==> src/rtl/booth_mult_r8_pipe.sv <==
// booth_mult_r8_pipe: radix-8 Booth sequential multiply / multiply-accumulate with valid/ready handshakes
module booth_mult_r8_pipe #(
  parameter int WIDTH = 8,
  localparam int ITER = (WIDTH + 3) / 3,
  localparam int PW = 2 * WIDTH
) (
  input  logic             clk,
  input  logic             rst,
  input  logic             in_valid,
  output logic             in_ready,
  input  logic [WIDTH-1:0] in_a,
  input  logic [WIDTH-1:0] in_b,
  input  logic [1:0]       in_sign,
  input  logic             in_acc,
  output logic             out_valid,
  input  logic             out_ready,
  output logic [PW-1:0]    out_data,
  output logic             busy
);
  localparam int HW = WIDTH + 3;
  localparam int LW = 3 * ITER;
  localparam int CW = $clog2(ITER) + 1;
  typedef enum logic [1:0] {IDLE, RUN, HOLD} state_t;
  state_t state, state_n;
  logic [HW-1:0] a_r, a3_r, hi, a_x, mag, sum;
  logic [LW:0] lo;
  logic [LW-1:0] b_x;
  logic [HW+LW:0] nxt;
  logic [CW-1:0] cnt;
  logic [PW-1:0] res;
  logic [3:0] code;
  logic [2:0] m;
  logic acc_r, neg, last, accept;
  assign busy = state == RUN;
  assign out_valid = state == HOLD;
  assign in_ready = !busy && (!out_valid || out_ready);
  assign accept = in_valid && in_ready;
  assign out_data = res;
  assign last = cnt == CW'(ITER - 1);
  assign a_x = {{3{in_sign[1] & in_a[WIDTH-1]}}, in_a};
  assign b_x = {{(LW - WIDTH){in_sign[0] & in_b[WIDTH-1]}}, in_b};
  // Negative digits reuse the positive magnitude table on the inverted low bits.
  always_comb begin
    code = lo[3:0];
    m = code[3] ? ~code[2:0] : code[2:0];
    neg = code[3] & ~&code[2:0];
    mag = m == 3'd0 ? '0 : m == 3'd7 ? a_r << 2 : m >= 3'd5 ? a3_r : m >= 3'd3 ? a_r << 1 : a_r;
    sum = hi + (neg ? ~mag : mag) + HW'(neg);
    nxt = $signed({sum, lo}) >>> 3;
  end
  always_comb begin
    state_n = state;
    if (accept) state_n = RUN;
    else if (state == RUN && last) state_n = HOLD;
    else if (state == HOLD && out_ready) state_n = IDLE;
  end
  always_ff @(posedge clk or posedge rst) begin
    if (rst) begin
      state <= IDLE;
      a_r <= '0;
      a3_r <= '0;
      acc_r <= 1'b0;
      hi <= '0;
      lo <= '0;
      cnt <= '0;
      res <= '0;
    end else begin
      state <= state_n;
      if (accept) begin
        a_r <= a_x;
        a3_r <= a_x + (a_x << 1);
        acc_r <= in_acc;
        hi <= '0;
        lo <= {b_x, 1'b0};
        cnt <= '0;
      end else if (state == RUN) begin
        {hi, lo} <= nxt;
        cnt <= cnt + 1'b1;
        if (last) res <= acc_r ? res + nxt[PW:1] : nxt[PW:1];
      end
    end
  end
endmodule
==> config.mk <==
export PLATFORM = sky130hd
export DESIGN_NAME = booth_mult_r8_pipe
export DESIGN_NICKNAME = d
export VERILOG_FILES = /design/src/rtl/booth_mult_r8_pipe.sv
export SDC_FILE = /design/constraint.sdc
export NUM_CORES = 1
export LEC_CHECK = 0
export CAP_MARGIN = 30
export CORE_ASPECT_RATIO = 1.4
export CORE_MARGIN = 2
export CORE_UTILIZATION = 35
export CTS_CLUSTER_DIAMETER = 60
export DETAILED_ROUTE_END_ITERATION = 10
export HOLD_SLACK_MARGIN = 0.06
export PLACE_DENSITY_LB_ADDON = 0.15
export SLEW_MARGIN = 20
export SYNTH_ARGS = -nofsm -noshare
export SYNTH_HDL_FRONTEND = slang
export SYNTH_SLANG_ARGS = --single-unit
==> constraint.sdc <==
create_clock -name clk -period 5.45 [get_ports clk]
set_input_delay 0.545 -clock clk [delete_from_list [all_inputs] [get_ports clk]]
set_output_delay 0.545 -clock clk [all_outputs]
set_load 0.1 [all_outputs]
======== Word level (Yosys, flattened, before mapping) ========
Cells that the tools add are included.
storage, ports and cells
  input bits .............................. 23
  register bits after elaboration ......... 63
  word-level logic and storage cells ...... 54
  output and inout bits ................... 19
cells by class
  eq/ne operators ......................... 4
  add/sub/neg operators ................... 5
  muxes and demuxes ....................... 16
  reduce and logical (&&, ||, !) cells .... 13
  bitwise gates (word level) .............. 6
  magnitude comparators ................... 2
operator list
  cell                   count
  $mux W11               6
  $mux W10               2
  $add A16 B16 Y16       1
  $mux W16               1
  $add A11 B1 Y11        1
  $add A11 B11 Y11       1
  $add A9 B10 Y11        1
  $not A11 Y11           1
  $mux W3                3
  $mux W9                1
  $mux W2                3
  $reduce_and A3 Y1      2
  $logic_and A1 B1 Y1    4
  $add A3 B1 Y3 const B  1
  $and A1 B1 Y1          3
  $eq A3 B2 Y1 const B   1
  $eq A3 B3 Y1 const B   1
  $ge A3 B2 Y1 const B   1
  $ge A3 B3 Y1 const B   1
  $logic_not A1 Y1       3
  $logic_not A3 Y1       1
  $not A3 Y3             1
  $reduce_bool A3 Y1     1
  $eq A2 B1 Y1 const B   1
  other kinds (4)        4

======== Depth between registers and ports, before layout ========
  word-level depth ........................ 13
  depth in mapped cells ................... 25
  depth with buffers taken out ............ 23

======== Worst setup path before layout ========
No wires, ideal clock.
  path kind ............................... register to register
  start ................................... reg lo[0]
  end ..................................... reg res[15], in the netlist out_data[15]
  data arrival time ....................... 4.398 ns
  path buffers ............................ 2
  stages on the path, launching flop included .. 25
  setup slack ............................. 0.908 ns
  required time ........................... 5.306 ns
  cell sequence ........................... dfrtp_1 > buf_6 > and2_4 > buf_6 > o31ai_4 > mux2_2 > mux2i_1 > nor2_1 > o21ai_1 > xnor2_1 > a211oi_1 > ha_1 > and3_1 > o21ai_0 > nand2_1 > a21oi_1 > xnor2_1 > ha_1 > a21oi_1 > o21bai_1 > a21oi_1 > o21ai_0 > o21a_1 > o32ai_1 > a31oi_1
between the ends
  longest elaborated chain between the ends .. 13
ends and longest elaborated chain
  item                    line  source
  from (decl)             26    logic [LW:0] lo;
  from (signal assigned)  74    lo <= {b_x, 1'b0};
  from (signal assigned)  77    {hi, lo} <= nxt;
  $not A3 Y3              45    m = code[3] ? ~code[2:0] : code[2:0];
  $mux W3                 45
  $ge A3 B2 Y1            47    mag = m == 3'd0 ? '0 : m == 3'd7 ? a_r << 2 : m >= 3'd5 ? a3_r : m >= 3'd3 ? a_r << 1 : a_r;
  $mux W9                 47
  $mux W11 (3 in series)  47
  $not A11 Y11            48    sum = hi + (neg ? ~mag : mag) + HW'(neg);
  $mux W11                48
  $add A11 B11 Y11        48
  $add A11 B1 Y11 *       48
  $add A16 B16 Y16        79    if (last) res <= acc_r ? res + nxt[PW:1] : nxt[PW:1];
  $mux W16 *              79
  to (signal assigned)    79
  to (decl)               30    logic [PW-1:0] res;
Mark *: on every way between the ends. The rest lies on a longest branch, timed or not.
A chain may end at the register's enable or synchronous reset.

======== Worst setup path in the final report ========
Ends and elaborated chain as after synthesis.

==> results.txt <==
----------------------------------------------------
[Detailed routing]
  Mean number of vias per cell ... 5.28
  Number of detailed-route iterations in the first pass ... 4
  Detailed-route DRC error count ... 0
  Number of nets with antenna violations after routing ... 0
  DR WL/cell ... 15.2 µm
  1st-iter DRT viols ... 155
  Via count ... 3,855
  Total routed wirelength ... 11,100 µm

[Critical path]
  Critical Path Slowest Stage Cell ... dfrtp_1
  Worst Path Arrival ... 5.14 ns
  Buffers & Inverters on Critical Path ... 0
  Launching element type of the critical path ... flop
  CP Cell Sequence ... and2_4 > o31ai_4 > mux2_2 > mux2i_1 > nor2_1 > o21ai_1 > xnor2_1 > a211oi_1 > ha_1 > and3_1 > o21ai_0 > nand2_1 > a21oi_1 > xnor2_1 > ha_1 > a21oi_1 > o21bai_1 > a21oi_1 > o21ai_0 > o21a_1 > o32ai_1 > a31oi_1
  Most Frequent Cell on Critical Path ... a21oi_1
  Critical path endpoint category ... flop
  Dominant delay contributor by cell family on the critical path ... compound AO/OA/AOI/OAI gates
  Required time at the worst-slack endpoint ... 5.64 ns
  Maximum net fanout on the critical path ... 8
  Largest incremental delay on the critical path ... 0.47 ns
  Crit Path Class ... reg2reg

[Place]
  Total of buffers placed on input and output ports ... 41
  Pre-CTS setup slack ... 0.394 ns
  Routability-driven placement congestion ratio ... 0.883
  HPWL after detailed placement ... 8410 µm

[Logic synthesis]
  Leading cell types by total area after synthesis ... dfrtp_1 (33%), ha_1 (10%), nand2_1 (8.3%)
  Synth top area share ... 32.6%
  Post-synth cell types ... 54
  Cells after Synth ... 538
  Post-Syn Area ... 0.00446 mm²
  Number of warnings issued by yosys ... 0
  Top cell type by total area after synthesis ... dfrtp_1
  Average footprint of a synthesized cell ... 8.28 µm²
  EDFF count, synth ... 0
  Number of synthesized register bits ... 58
  Post-synth net total ... 600
  Async set or reset register ratio after synthesis ... 100%
  Register area share after synthesis ... 32.6%
  Primary flip-flop cell chosen by synthesis mapping ... dfrtp_1

[STA]
  Setup Viol. Count Final ... 0
  Setup repair after global routing missed its margin ... no
  Transition at the pin with the smallest max-transition slack ... 0.971 ns
  Maximum clock frequency ... 0.202 GHz
  Post-layout worst setup margin ... 0.497 ns
  Fin Clk Skew ... 0.00820 ns
  Max-slew violation total from the final report ... 0
  Final period util ... 90.9%
  Final number of hold-violating endpoints ... 0
  Minimum period implied by the final worst setup slack ... 4.95 ns
  Worst slew margin ... 35.1%
  Post-route setup TNS ... 0 ns

[Die]
  Initial Utilization ... 36.0%
  Die width ... 99.4 µm
  Core Rows ... 48
  Floorplan core area ... 0.0124 mm²
  Vert. Die Dim ... 138 µm
  Area of the die ... 0.0137 mm²
  Top-level port count ... 42

[Clock network]
  Clock slew at the register clock pins of the worst setup and hold paths ... 0.05 ns
  CTS buffer count ... 9
  Clock tree from TritonCTS ... built
  CTS H-Tree Depth ... 3
  Root cell of the clock tree ... clkbuf_16
  Clock insertion delay at the later pin of the skew report ... 0.33 ns
  Clock Path Buffers ... 2
  Clock sinks ... 58

[Global routing]
  First-pass GRT wire length ... 18,600 µm
  Total track usage ... 17.2%
  Number of global-route vias before repair ... 3,885
  Maximum number of pins on one net before global-route repair ... 59
  Antenna violations before repair ... 0
  Overall overflow remaining after global route ... 0

[Finish]
  Synthesis-to-layout area growth ... 19.0%
  Layout cells sized above 1 ... 7.24%
  Antenna cell count ... 0
  Net count, final ... 638
  Commonest cells after routing, fill and taps aside ... nand2_1 (98), dfrtp_1 (56), o21ai_0 (48), clkdlybuf4s50_1 (41), nor2_1 (40)
  Most common cell after layout, fill and taps aside ... nand2_1

[Run]
  Max cap viols ... 0

[Min path]
  Classification of the worst-slack hold path ... reg2reg

[Status]
  Status ... completed

----------------------------------------------------
## kinds of logic (layout without fill, tap and decap cells)
| logic type | Yosys count | count (layout) | synth area share, % |
|---|---|---|---|
| compound gates | 154 | 154 | 21.8 |
| flops | 58 | 58 | 32.6 |
| xor+xnor | 34 | 34 | 6.68 |
| mux | 20 | 20 | 4.69 |
| buf+inv | 46 | 88 | 4.58 |
| simple gates | 187 | 187 | 18.3 |
| fa+ha+maj | 39 | 39 | 11.5 |
## area by class of cell
type / instances / area [µm²]
Clock buffer: 12 / 246
Multi-Input combinational cell: 434 / 2810
Fill cell: 1271 / 7070
Inverter: 23 / 86.3
Clock inverter: 3 / 40.0
Tap cell: 150 / 188
Timing Repair Buffer: 50 / 478
Sequential cell: 58 / 1450
## path summary, 6_finish.rpt
kind,start,slack [ns],endpoint,cells after the start
min in group asynchronous,rst,0.74,state[0],3
worst min-delay path,a3_r[6],0.47,a3_r[6],2
worst max register to register,lo[0],0.50,out_data[15],22
worst max-delay path,lo[0],0.50,out_data[15],22
max in group asynchronous,rst,4.18,lo[3],3
worst min register to register,a3_r[6],0.47,a3_r[6],2
## worst register-to-register path, stage by stage, from the launching register on
cell and delay, ns:
dfrtp_1 0.47, and2_4 0.23, o31ai_4 0.41, mux2_2 0.39, mux2i_1 0.18, nor2_1 0.06, o21ai_1 0.14, xnor2_1 0.08
a211oi_1 0.29, ha_1 0.32, and3_1 0.21, o21ai_0 0.25, nand2_1 0.10, a21oi_1 0.17, xnor2_1 0.19, ha_1 0.34
a21oi_1 0.21, o21bai_1 0.08, a21oi_1 0.13, o21ai_0 0.16, o21a_1 0.22, o32ai_1 0.11, a31oi_1 0.06
## routing by layer
layer / track usage [%] / wire, µm
met2: 31.9 / 5790
met1: 18.8 / 4680
met3: 3.55 / 261
met5: 0 / 0
met4: 7.31 / 324
## Yosys cell counts (all sizes together), types with 8 or more instances
cell / instances
a211oi: 11
dfrtp: 58
a21o: 8
inv: 23
clkbuf: 14
mux2i: 13
o21ai: 55
nor2: 40
xnor2: 22
xor2: 12
a21oi: 34
a22oi: 10
buf: 9
nand3: 12
nand2: 99
ha: 36
## sequential cells by signal (all words and copies together) (netlist names)
signal / cells
out_data: 16
lo: 10
a3_r: 9
a_r: 9
hi: 8
cnt: 3
state: 2
acc_r: 1
## through the flow
stage | std cells | utilization [%] | hold WS [ns] | cell area (µm²)
floorplan | 538 | - | 0.449 | 4460
global placement | 711 | 40.2 | 0.466 | 4970
detailed placement | 711 | 40.3 | 0.470 | 4980
CTS | 726 | 42.6 | 0.481 | 5270
global route | 730 | 42.8 | 0.528 | 5300
finish | 730 | 42.8 | 0.472 | 5300
## repair_timing
item | in CTS | in global routing
hold buffers | 0 | 0
endpoints found under the setup margin | 0 | 1
setup buffers | 0 | 4
gates resized for setup | 0 | 2
Power is left out: the tool's default activity adds up to more than one toggle a clock period on the data nets, which glitch-free logic cannot reach.
